`src/rtl/pc_branch_ctrl.sv`:
```
// Program counter and branch resolution: picks the next PC, opens a
// flush window on every redirect, traps misaligned targets, counts redirects.
//   clk, rst_n          clock, async active-low reset
//   stall               hold all state this cycle (trap forced low)
//   pc_op, cmp_b        00 SEQ, 01 BRANCH, 10 JAL, 11 JALR; branch condition
//   imm, rs1_d          sign-extended immediate, JALR base register
//   pc, pc_plus4        current fetch PC, link value
//   flush, trap         squash window, misaligned-target trap pulse
//   trap_pc, redir_cnt  PC of last trapping instruction, saturating count
module pc_branch_ctrl #(
    parameter int              XLEN         = 32,
    parameter logic [XLEN-1:0] RESET_VEC    = '0,
    parameter logic [XLEN-1:0] TRAP_VEC     = 'h10,
    parameter int              FLUSH_CYCLES = 2
) (
    input  logic            clk,
    input  logic            rst_n,
    input  logic            stall,
    input  logic [1:0]      pc_op,
    input  logic            cmp_b,
    input  logic [XLEN-1:0] imm,
    input  logic [XLEN-1:0] rs1_d,
    output logic [XLEN-1:0] pc,
    output logic [XLEN-1:0] pc_plus4,
    output logic            flush,
    output logic            trap,
    output logic [XLEN-1:0] trap_pc,
    output logic [15:0]     redir_cnt
);

    typedef enum logic {
        RUN,
        FLUSH
    } state_t;

    localparam logic [3:0] FC_M1 = 4'(FLUSH_CYCLES - 1);

    state_t          state_q, state_d;
    logic [3:0]      cnt_q, cnt_d;
    logic [XLEN-1:0] pc_q, pc_d;
    logic            flush_q, flush_d;
    logic            trap_q, trap_d;
    logic [XLEN-1:0] tpc_q, tpc_d;
    logic [15:0]     redir_q, redir_d;

    logic [XLEN-1:0] jalr_sum;
    logic [XLEN-1:0] tgt;
    logic            taken;
    logic            misal;

    assign pc_plus4 = pc_q + XLEN'(4);
    assign jalr_sum = rs1_d + imm;

    always_comb begin
        tgt   = pc_q + imm;
        if (pc_op == 2'b11) begin
            tgt = {jalr_sum[XLEN-1:1], 1'b0};
        end
        taken = (pc_op == 2'b01) ? cmp_b : (pc_op != 2'b00);
        misal = taken & (tgt[1] | tgt[0]);
    end

    always_comb begin
        state_d = state_q;
        cnt_d   = cnt_q;
        pc_d    = pc_q;
        flush_d = flush_q;
        trap_d  = 1'b0;
        tpc_d   = tpc_q;
        redir_d = redir_q;
        if (!stall) begin
            unique case (state_q)
                RUN: begin
                    if (misal) begin
                        pc_d    = TRAP_VEC;
                        tpc_d   = pc_q;
                        trap_d  = 1'b1;
                        flush_d = 1'b1;
                        cnt_d   = FC_M1;
                        state_d = FLUSH;
                    end else if (taken) begin
                        pc_d    = tgt;
                        flush_d = 1'b1;
                        cnt_d   = FC_M1;
                        state_d = FLUSH;
                        if (redir_q != 16'hFFFF) begin
                            redir_d = redir_q + 16'd1;
                        end
                    end else begin
                        pc_d = pc_plus4;
                    end
                end
                FLUSH: begin
                    pc_d = pc_plus4;
                    if (cnt_q == 4'd0) begin
                        flush_d = 1'b0;
                        state_d = RUN;
                    end else begin
                        cnt_d = cnt_q - 4'd1;
                    end
                end
                default: begin
                    state_d = RUN;
                end
            endcase
        end
    end

    always_ff @(posedge clk or negedge rst_n) begin
        if (!rst_n) begin
            state_q <= RUN;
            cnt_q   <= 4'd0;
            pc_q    <= RESET_VEC;
            flush_q <= 1'b0;
            trap_q  <= 1'b0;
            tpc_q   <= '0;
            redir_q <= 16'd0;
        end else begin
            state_q <= state_d;
            cnt_q   <= cnt_d;
            pc_q    <= pc_d;
            flush_q <= flush_d;
            trap_q  <= trap_d;
            tpc_q   <= tpc_d;
            redir_q <= redir_d;
        end
    end

    assign pc        = pc_q;
    assign flush     = flush_q;
    assign trap      = trap_q;
    assign trap_pc   = tpc_q;
    assign redir_cnt = redir_q;

endmodule
```
`config.mk`:
```
export PLATFORM = sky130hd
export DESIGN_NAME = pc_branch_ctrl
export DESIGN_NICKNAME = d
export VERILOG_FILES = /design/src/rtl/pc_branch_ctrl.sv
export SDC_FILE = /design/constraint.sdc
export NUM_CORES = 1
export LEC_CHECK = 0
export CORE_MARGIN = 5
export CORE_UTILIZATION = 66
export CTS_BUF_LIST = sky130_fd_sc_hd__clkbuf_4 sky130_fd_sc_hd__clkbuf_8 sky130_fd_sc_hd__clkbuf_16
export CTS_CLUSTER_SIZE = 28
export DETAILED_ROUTE_END_ITERATION = 8
export DONT_BUFFER_PORTS = 1
export PLACE_DENSITY = 0.92
export SLEW_MARGIN = 30
export SYNTH_ARGS = -nofsm -noshare
export SYNTH_HDL_FRONTEND = slang
export SYNTH_SLANG_ARGS = --single-unit
```
`constraint.sdc`:
```
create_clock -name clk -period 3.5 [get_ports clk]
set_input_delay 0.7 -clock clk [delete_from_list [all_inputs] [get_ports clk]]
set_output_delay 0.7 -clock clk [all_outputs]
set_load 0.01 [all_outputs]
```
# Word-level counts from Yosys, hierarchy flattened
# Cells that the tools add are included.
classes:
  n_addsub: 5
  eq_ne: 6
  muxes: 20
  bitwise: 5
  reduce_logical: 6
ops:
  columns: ["op", "n"]
  rows:
  - ["$mux 32", 3]
  - ["$add 32x32->32", 2]
  - ["$pmux 32 s2", 1]
  - ["$add 32x3->32 const B", 1]
  - ["$add 16x1->16 const B", 1]
  - ["$ne 16x16->1 const B", 1]
  - ["$mux 4", 3]
  - ["$mux 1", 10]
  - ["$reduce_and 3->1", 3]
  - ["$pmux 4 s2", 1]
  - ["$reduce_and 5->1", 1]
  - ["$logic_not 4->1", 1]
  - ["$pmux 1 s2", 2]
  - ["$sub 4x1->4 const B", 1]
  - ["$ne 3x3->1 const B", 1]
  - ["$not 1->1", 3]
  - ["$eq 2x1->1 const B", 1]
  - ["$eq 2x2->1 const B", 1]
  - ["$ne 2x1->1 const B", 1]
  - ["$ne 2x2->1 const B", 1]
  - ["$reduce_bool 2->1", 1]
  - ["$and 1x1->1", 1]
  - ["$or 1x1->1", 1]
totals:
  register_bits: 87
  inputBits: 70
  out_inout_bits: 114
  wordCells: 49

# Depth between registers and ports, before layout
# Gate-level depths: netlist of run 1.
depth:
  depth_word: 7
  mapped_depth: 12
  ltp_nobuf: 12

# Worst setup path before layout of run 1
# No wires, ideal clock.
synth_path:
  kind: "in2reg"
  from: "input port imm[0]"
  to: "register pc_q[26], in the netlist pc[26]"
  setup_ps: 87
  arrival_ps: 2946
  required_time_ps: 3413
  setup_slack_ps: 467
  stages: 12
  n_path_buf: 0
  path_cell_list: "ha_1 inv_1 fa_1 nor2b_1 o2111ai_1 a21oi_2 o31ai_4 o31ai_2 a221o_2 nand3_1 mux2_1 o211ai_1"
synth_between:
  elab_chain_len: 6
  word_cells_on_any_way: 8
  cone_classes: "2 x add/sub; 4 x mux; 2 x bitwise"
synth_rtl:
  columns: ["item", "line", "rtl"]
  rows:
  - ["from (decl)", "21", "input logic [XLEN-1:0] imm,"]
  - ["$add 32x32->32, on equally long branches", "55, 52", null]
  - ["$mux 32 *", "56", "if (pc_op == 2'b11) begin"]
  - ["$or 1x1->1", "60", "misal = taken & (tgt[1] | tgt[0]);"]
  - ["$and 1x1->1", "60", null]
  - ["$mux 32 *", "74", "if (misal) begin"]
  - ["$pmux 32 s2 *", "72", "unique case (state_q)"]
  - ["to (signal assigned)", "121", "pc_q <= pc_d;"]
  - ["to (decl)", "40", "logic [XLEN-1:0] pc_q, pc_d;"]
# Every way passes the cells marked *; elsewhere a longest branch is shown, timed or not.
# A chain may end at the register's enable or synchronous reset.

# Final worst setup path of run 1
layout_path:
  from: "register pc_q[3], in the netlist pc[3]"
  to: "output port pc_plus4[29]"
layout_between:
  elab_chain_len: 1
layout_rtl:
  columns: ["item", "line", "rtl"]
  rows:
  - ["$add 32x3->32", "51", "assign pc_plus4 = pc_q + XLEN'(4);"]
  - ["to (decl)", "24", "output logic [XLEN-1:0] pc_plus4,"]
# No other way between the ends.

==> results.md, run 1 <==
* Num CTS Buffers at 9
* GRT overflow at 0
* Count of input and output buffers at 0
* Fin cells at 1170
* Pre-Repair DR Iteration Count at 5
* Fin. max-slew vios at 0
* Reg clk slew, reported paths at 0.06 ns
* Half-perimeter wire length after placement at approximately 19000 um
* Slew HR at 0.569
* Critical R2R Launch: pc[1]
* Post-DRT Antenna Nets at 0
* Maximum fanout along the worst path at 7
* Synth unique cells at 80
* Final nets at 1154
* CTS tree: built
* Async SR Flop Fraction at 1.00
* Die area at between 0.01 and 0.015 sq mm
* Area Growth Syn to Fin at 6.58%
* Min Tclk post-route at 3.45 ns
* R2R Path End: redir_cnt[13]
* Setup_tns at 0 ns
* Starting density of the core at 0.671
* Crit start category: flip-flop
* Max frequency at 0.289 GHz
* Die X at 120 um
* CP Class: flip-flop to primary output
* Final instance area at 0.00856 sq mm
* Die Ht at 120 um
* Final setup margin at 0.0452 ns
* Placement Cell Area at ~0.0082 sq mm
* Drt wl/cell at 21.2 um
* DP Worst Slack at 0.204 ns
* Via density per instance at roughly 6.8
* Top cell type's share of synthesized area at 0.271
* Worst reg-to-reg path cell count at 11
* DRC at 0
* Number of synthesized register bits at 87
* Pwr Density at between 700 and 800 mW/mm^2
* Clk_lat worst skew at 0.34 ns
* Global-route wire length before repair at about 39000 um
* Fin. Hold Viols at 0
* Register area share after synthesis at 0.271
* GPL Wtd Cong at just under 1
* Vias in the first global route at roughly 7600
* Setup crit end: pc_plus4[29]
* Mapped Cells at 1025
* Root Buffer: clkbuf_16
* H-tree Lvls at 3
* Clk buf depth at 2
* Initial DRC Count at roughly 1000
* Mapped Nets at 1161
* Synthesized area at 0.00803 sq mm
* Commonest non-fill, non-tap cells in the layout: nand2_1 (178), dfrtp_1 (85), a21oi_1 (84)
* Setup crit start: pc[3]
* Most used DFF post-synth: dfrtp_1
* WP data arrival at approximately 2.8 ns
* Top post-synthesis cells by area: dfrtp_1 (27%), ha_1 (10%), nand2_1 (8.3%), xnor2_1 (5.6%), a21oi_1 (5.2%)
* Final Skew at ~0.0065 ns
* GR Util All Layers at 0.334
* Min-Delay Path Class: input pin to async pin
* LEAKAGE at approximately 3.9 nW
* Req. time, crit path at 2.80 ns
* Most common cell after layout, fill and taps aside: nand2_1
* Pin count of the biggest net entering global routing at 88
* # clock sinks at 87
* Area of the core at 0.0120 sq mm
* Final Setup Violations at 0
* Maximum Capacitance Violations at 0
* Outcome: completed
* Diodes inserted at 0
* Average size of a mapped cell at 7.83 sq um
* Period utilization at 0.987
* Via count at approximately 8000
* Worst hold slack at 0.0451 ns
* IR drop worst, VDD at 0.000293 V
* Drt total wl at 24800 um
* Worst slew pin tran at 0.641 ns
* Post-synth top area cell: dfrtp_1
* Initial antenna violation count at 0
* Total number of yosys warnings at 0
* Number of flops mapped to enable cells by yosys at 0
* IO Pins at around 180
* R2r setup slk at 0.44 ns
* Crit. End Element: primary output
* Layout cell share with drive strength beyond 1 at 0.0753
* DP Cell Count at 1154
* Number of core rows at 40
[metrics by stage]
| step | utilization | power, mW |
|---|---|---|
| final | 0.715 | 6.67 |
| after floorplan | - | 4.51 |
| after global placement | 0.687 | 5.35 |
| after detailed placement | 0.687 | 5.47 |
| after CTS | 0.715 | 6.54 |
| after global routing | 0.715 | 7.07 |
[cells in the mapped netlist (5+ instances only)]
cell type	number
nand3_1	36
clkbuf_1	31
dfrtp_1	87
o21bai_1	5
a21oi_1	84
nor2b_1	11
nand2b_1	11
xnor2_1	51
a21o_1	35
and3_1	7
nor2_1	80
o21ai_1	10
o21ai_0	53
or3_1	8
xor2_1	44
o211ai_1	12
a22oi_1	6
o21a_1	5
nand2_1	178
o22ai_1	7
mux2i_1	5
a31oi_1	9
inv_1	22
nor3_1	30
ha_1	64
a211oi_1	9
nand4_1	20
and2_1	11
[where the power goes]
part	switching, mW	leakage, nW	total (mW)	internal (mW)
Combinational	2.10	2.61	3.47	1.37
Sequential	0.757	1.12	2.14	1.38
Clock	0.398	0.158	1.06	0.663
[worst max-delay path, cell delays in order (launching register included)]
cell and delay, ns:
dfrtp_1 0.58, nand4_1 0.27, nor2_4 0.30, nand4_1 0.14
or3_1 0.48, nor2_1 0.26, xor2_1 0.37
[layer usage]
metal	up-vias	part of all wire	GRT usage
met2	556	0.45	0.529
met3	88	0.12	0.0594
li1	3666	-	-
met4	0	0.038	0.135
met5	-	0	0
met1	3701	0.39	0.456
[kinds of logic (layout without fill, tap and decap cells)]
| group | Yosys count | after routing | share of synthesized area |
|---|---|---|---|
| buf+inv | 66 | 64 | 0.0334 |
| xor+xnor | 95 | 95 | 0.104 |
| simple gates | 417 | 417 | 0.242 |
| mux | 9 | 9 | 0.0118 |
| fa+ha+maj | 66 | 66 | 0.105 |
| flops | 87 | 87 | 0.271 |
| compound gates | 285 | 285 | 0.233 |
[worst min path at each step]
| stage | slack (ns) | from | depth (start not counted) | endpoint |
|---|---|---|---|---|
| 4_1_cts | 0.04 | rst_n | 0 | trap_pc[3] |
| 3_5_place_dp | 0.41 | rst_n | 0 | trap |
| 3_3_place_gp | 0.41 | rst_n | 0 | trap |
| 6_report | 0.05 | rst_n | 0 | trap |
| 5_1_grt | 0.04 | rst_n | 0 | trap_pc[8] |
| 2_1_floorplan | 0.40 | rst_n | 0 | cnt_q[0] |
[area by class of cell]
| type | count | area (sq um) |
|---|---|---|
| Clock buffer | 11 | 253 |
| Clock inverter | 5 | 80.1 |
| Fill cell | 923 | 3410 |
| Inverter | 23 | 86.3 |
| Multi-Input combinational cell | 872 | 5590 |
| Sequential cell | 87 | 2180 |
| Tap cell | 147 | 184 |
| Timing Repair Buffer | 25 | 188 |
[state kept, by name, indices dropped and copies added (netlist names)]
| signal | count |
|---|---|
| cnt_q | 4 |
| flush | 1 |
| pc | 32 |
| redir_cnt | 16 |
| state_q | 1 |
| trap | 1 |
| trap_pc | 32 |
[timing repair]
action | in CTS | in global routing
resized for setup | 0 | 3
buffers inserted | 0 | 0
hold buffers | 0 | 0
endpoints found under the setup margin | 0 | 2
Note: power is estimated with default switching activity, not from simulation.
==> run 2, diff against run 1 <==
--- a/config.mk
+++ b/config.mk
@@ -6,12 +6,12 @@
 export NUM_CORES = 1
 export LEC_CHECK = 0
 export CORE_MARGIN = 5
-export CORE_UTILIZATION = 66
+export CORE_UTILIZATION = 67
 export CTS_BUF_LIST = sky130_fd_sc_hd__clkbuf_4 sky130_fd_sc_hd__clkbuf_8 sky130_fd_sc_hd__clkbuf_16
 export CTS_CLUSTER_SIZE = 28
 export DETAILED_ROUTE_END_ITERATION = 8
 export DONT_BUFFER_PORTS = 1
-export PLACE_DENSITY = 0.92
+export PLACE_DENSITY = 0.93
 export SLEW_MARGIN = 30
 export SYNTH_ARGS = -nofsm -noshare
 export SYNTH_HDL_FRONTEND = slang
==> constraint.sdc (replaced) <==
create_clock -name clk -period 4.4 [get_ports clk]
set_input_delay 0.88 -clock clk [delete_from_list [all_inputs] [get_ports clk]]
set_output_delay 0.88 -clock clk [all_outputs]
set_load 0.01 [all_outputs]
==> run 2 against run 1 <==
Routed wire length is 1.3% lower. Flip-flop and latch count unchanged. Non-clock buffer count shrank 20. Final area is 1.8% lower. Worst setup slack gained 0.58 ns. Die area fell by 1.4%. Total power down 22%. Sequential power decreased by 16%. Sequential share of layout area grew 0.44 points. Critical endpoint is now pc_plus4[30]. Largest cell class unchanged.
==> results.md, run 2 (same netlist as run 1, synthesis figures left out) <==
* Outcome: completed
* CTS tree: built
* Die area at 0.0143 sq mm
* Via count at 7875
* CP peak stage delay at just over 0.7 ns
* Slew HR at 0.492
* Max frequency at 0.265 GHz
* LEAKAGE at roughly 3.8 nW
* RSZ-0062 raised after global routing: no
* Hold_buf cts at 0
* GPL Wtd Cong at 0.964
* Pwr Density at 620 mW/mm^2
* Most common cell after layout, fill and taps aside: nand2_1
* IO Pins at 184
* Drt wl/cell at between 20 and 25 um
* Starting density of the core at 0.677
* DP Cell Count at 1134
* Global-route wire length before repair at 39200 um
* Maximum Capacitance Violations at 0
* Post-CTS Setup Inserts at 0
* Setup_tns at 0 ns
* Final nets at about 1100
* Initial DRC Count at 725
* Num CTS Buffers at 9
* Worst reg-to-reg path cell count at 13
* Layout cell share with drive strength beyond 1 at 0.0538
* Final Setup Violations at 0
* Fin. Hold Viols at 0
* Root Buffer: clkbuf_16
* Slowest CP cell: dfrtp_1
* GRT overflow at 0
* Area of the core at 0.0119 sq mm
* GR Util All Layers at 0.337
* WP data arrival at 2.90 ns
* Period utilization at 0.858
* Drt total wl at 24500 um
* Maximum fanout along the worst path at 10
* Die X at 119 um
* Reg clk slew, reported paths at 0.07 ns
* Initial antenna violation count at 0
* Fillers at approximately 900
* Min-Delay Path Class: input pin to async pin
* Fin cells at 1150
* Area of the multi-input gates at 0.00558 sq mm
* CP Class: flip-flop to primary output
* Worst slew pin tran at about 0.76 ns
* Vias in the first global route at 7572
* Clk buf depth at 2
* Clk_lat worst skew at 0.34 ns
* Number of core rows at 40
* Commonest non-fill, non-tap cells in the layout: nand2_1 (178), dfrtp_1 (87), a21oi_1 (84)
* Req. time, crit path at approximately 3.5 ns
* Diodes inserted at 0
* DRC at 0
* Die Ht at ~120 um
* Post-cts resize count at 0
* Min Tclk post-route at about 3.8 ns
* Via density per instance at 6.85
* Fin. max-slew vios at 0
* Crit. End Element: primary output
* CP cell instances: and4_4 -> nand4_2 -> or2_4 -> nor3_4 -> and4_4 -> nand4_2 -> xnor2_1
* Final Skew at 0.00716 ns
* Total power at 5.21 mW
* # clock sinks at 87
* Area Growth Syn to Fin at 4.64%
* Pin count of the biggest net entering global routing at between 80 and 90
* Crit start category: flip-flop
* Count of input and output buffers at 0
* Half-perimeter wire length after placement at 18900 um
* Register area at 0.00218 sq mm
* Post-DRT Antenna Nets at 0
* Pre-Repair DR Iteration Count at 5
* H-tree Lvls at 3
* IR drop worst, VDD at 0.000227 V
==> run 2: changes by cell type in the layout (fill, tap and decap cells not counted), sizes merged <==
cell  change
buf      -20
==> run 2: final cells by class <==
cell class | count | share of cell area
multi-input combinational | 872 | 0.665
sequential | 87 | 0.259
clock inverter | 5 | 0.00953
inverter | 23 | 0.0103
timing repair buffer | 5 | 0.00447
clock buffer | 11 | 0.0301
tap | 147 | 0.0219
==> run 2: through the flow <==
step	setup slack [ns]	hold slack [ns]	area (sq um)	utilization
2_1_floorplan	1.19	0.469	8030	-
6_report	0.623	0.227	8400	0.708
5_1_grt	0.554	0.219	8400	0.708
3_5_place_dp	0.912	0.519	8070	0.680
3_3_place_gp	1.01	0.495	8070	0.680
4_1_cts	0.692	0.228	8400	0.708
==> run 2: power breakdown <==
part	switching (mW)	leakage (nW)	total [mW]	internal, mW
registers	0.704	1.12	1.80	1.09
logic	1.54	2.51	2.56	1.03
clock network	0.318	0.158	0.845	0.527
==> run 2: critical path, delay by kind of cell, from the launching register on <==
kind	cells	cell delay [ns]
flops	1	0.72
simple gates	6	1.52
xor+xnor	1	0.30
==> run 2: path summary, 6_finish.rpt <==
| check | endpoint | startpoint | slack [ns] |
|---|---|---|---|
| worst max-delay path | pc_plus4[30] | pc[11] | 0.62 |
| worst min-delay path | pc[4] | rst_n | 0.23 |
| worst max register to register | redir_cnt[15] | pc[0] | 1.09 |
| worst min register to register | cnt_q[0] | cnt_q[0] | 0.53 |
| max in group asynchronous | trap_pc[30] | rst_n | 4.02 |
| min in group clk | cnt_q[0] | cnt_q[0] | 0.53 |
==> run 2: metal layers <==
metal | vias up | wire length (um) | global-route usage
li1 | 3621 | - | -
met2 | 509 | 10900 | 0.519
met3 | 91 | 2890 | 0.0897
met1 | 3654 | 9780 | 0.449
met4 | 0 | 974 | 0.144
met5 | - | 0 | 0
==> run 3, diff against run 2 <==
--- a/config.mk
+++ b/config.mk
@@ -5,13 +5,14 @@
 export SDC_FILE = /design/constraint.sdc
 export NUM_CORES = 1
 export LEC_CHECK = 0
-export CORE_MARGIN = 5
+export CORE_MARGIN = 2
 export CORE_UTILIZATION = 67
 export CTS_BUF_LIST = sky130_fd_sc_hd__clkbuf_4 sky130_fd_sc_hd__clkbuf_8 sky130_fd_sc_hd__clkbuf_16
 export CTS_CLUSTER_SIZE = 28
 export DETAILED_ROUTE_END_ITERATION = 8
 export DONT_BUFFER_PORTS = 1
 export PLACE_DENSITY = 0.93
+export RECOVER_POWER = 100
 export SLEW_MARGIN = 30
 export SYNTH_ARGS = -nofsm -noshare
 export SYNTH_HDL_FRONTEND = slang
==> run 3 against run 2 <==
Clock skew decreased by 0.0017 ns. Final cell count decreased by 0.43%. Final area decreased by 1.1%. Clock power decreased by 2%. Largest power group unchanged. The run now ends with max-capacitance violations, max-slew violations left. Maximum frequency decreased by 4.9%. Critical path type unchanged.
==> results.md, run 3 (same netlist as run 1, synthesis figures left out) <==
* Clk_lat worst skew at approximately 0.35 ns
* Fin cells at ~1100
* Number of core rows at 39
* Drt wl/cell at 20.7 um
* RSZ-0062 raised after global routing: no
* Most common cell after layout, fill and taps aside: nand2_1
* IR drop worst, VDD at around 0.00028 V
* Via count at between 7000 and 8000
* Crit start category: flip-flop
* DP Worst Slack at 0.915 ns
* Fin. Hold Viols at 0
* Die Ht at 113 um
* DP Cell Count at 1129
* CP cell instances: and4_1 -> nand4_1 -> or2_0 -> nor3_4 -> and4_1 -> nand4_1 -> xnor2_1
* Min Tclk post-route at 3.97 ns
* Die area at 0.0129 sq mm
* CP peak stage delay at 0.69 ns
* Slowest CP cell: dfrtp_1
* Delay-heaviest family, CP: simple AND/OR/NAND/NOR gates
* CTS tree: built
* Req. time, crit path at 3.52 ns
* Post-CTS Setup Inserts at 0
* Maximum Capacitance Violations at 1
* Num CTS Buffers at 9
* Total power at 5.14 mW
* Maximum fanout along the worst path at 10
* Pre-Repair DR Iteration Count at 7
* Pwr Density at 618 mW/mm^2
* Area of the core at 0.0116 sq mm
* Initial DRC Count at just over 900
* Count of input and output buffers at 0
* Worst slew pin tran at 1.53 ns
* WP data arrival at 3.09 ns
* Area Growth Syn to Fin at 3.49%
* Post-DRT Antenna Nets at 0
* Half-perimeter wire length after placement at 18100 um
* IO Pins at 184
* Slew HR at -0.0230
* Reg clk slew, reported paths at approximately 0.060 ns
* Final Skew at 0.00546 ns
* Period utilization at 0.903
* DRC at 0
* GRT overflow at 0
* Min-Delay Path Class: input pin to async pin
* Pin count of the biggest net entering global routing at 88
* Hold_buf cts at 0
* Die X at 113 um
* Post-cts resize count at 0
* CP Class: flip-flop to primary output
* GPL Wtd Cong at 0.988
* H-tree Lvls at 3
* # clock sinks at 87
* Final nets at about 1100
* Via density per instance at 6.87
* Starting density of the core at 0.694
* LEAKAGE at 3.75 nW
* Vias in the first global route at 7292
* Diodes inserted at 0
* Max frequency at 0.252 GHz
* Final Setup Violations at 0
* Failing checks: max-capacitance violations, max-slew violations
* Layout cell share with drive strength beyond 1 at 0.0359
* GR Util All Layers at 0.362
* Worst hold slack at 0.227 ns
* Final setup margin at 0.427 ns
* Outcome: finished, violations left
* Crit. End Element: primary output
* Drt total wl at 23700 um
* Clk buf depth at 2
* CP Buf/Inv Count at 0
* Initial antenna violation count at 0
* Fin. max-slew vios at 39
* Setup_tns at 0 ns
* Root Buffer: clkbuf_16
* Commonest non-fill, non-tap cells in the layout: nand2_1 (178), dfrtp_1 (87), a21oi_1 (85)
* Global-route wire length before repair at 37100 um
run 3: worst paths after layout:
check | startpoint | to | slack, ns | cells after the start
worst max register to register | state_q | pc[21] | 0.83 | 6
worst min register to register | cnt_q[0] | cnt_q[0] | 0.51 | 1
min in group clk | cnt_q[0] | cnt_q[0] | 0.51 | 1
worst min-delay path | rst_n | trap_pc[5] | 0.23 | 0
max in group asynchronous | rst_n | trap_pc[26] | 4.04 | 0
worst max-delay path | pc[11] | pc_plus4[30] | 0.43 | 7
run 3: area by class of cell:
cell class                 count  area, sq um
multi-input combinational    872         5520
inverter                      23         86.3
fill                         872         3260
sequential                    87         2180
clock inverter                 5         81.3
tap                          143          179
clock buffer                  11          246
timing repair buffer           4         22.5
run 3: report_power, final:
| group | internal, mW | total [mW] | switching (mW) |
|---|---|---|---|
| sequential | 1.09 | 1.80 | 0.703 |
| combinational | 1.01 | 2.51 | 1.51 |
| clock | 0.519 | 0.828 | 0.310 |
| total | 2.62 | 5.14 | 2.52 |
run 3: routing by layer:
| metal | wire length, um | up-vias | track usage |
|---|---|---|---|
| li1 | - | 3615 | - |
| met1 | 9300 | 3604 | 0.487 |
| met2 | 10200 | 560 | 0.536 |
| met3 | 3360 | 86 | 0.125 |
| met4 | 863 | 0 | 0.147 |
| met5 | 0 | - | 0 |
run 3: metrics by stage:
stage | instance area (sq um) | util
floorplan | 8030 | -
detailed placement | 8060 | 0.697
CTS | 8380 | 0.725
global placement | 8060 | 0.697
finish | 8310 | 0.718
global route | 8310 | 0.718
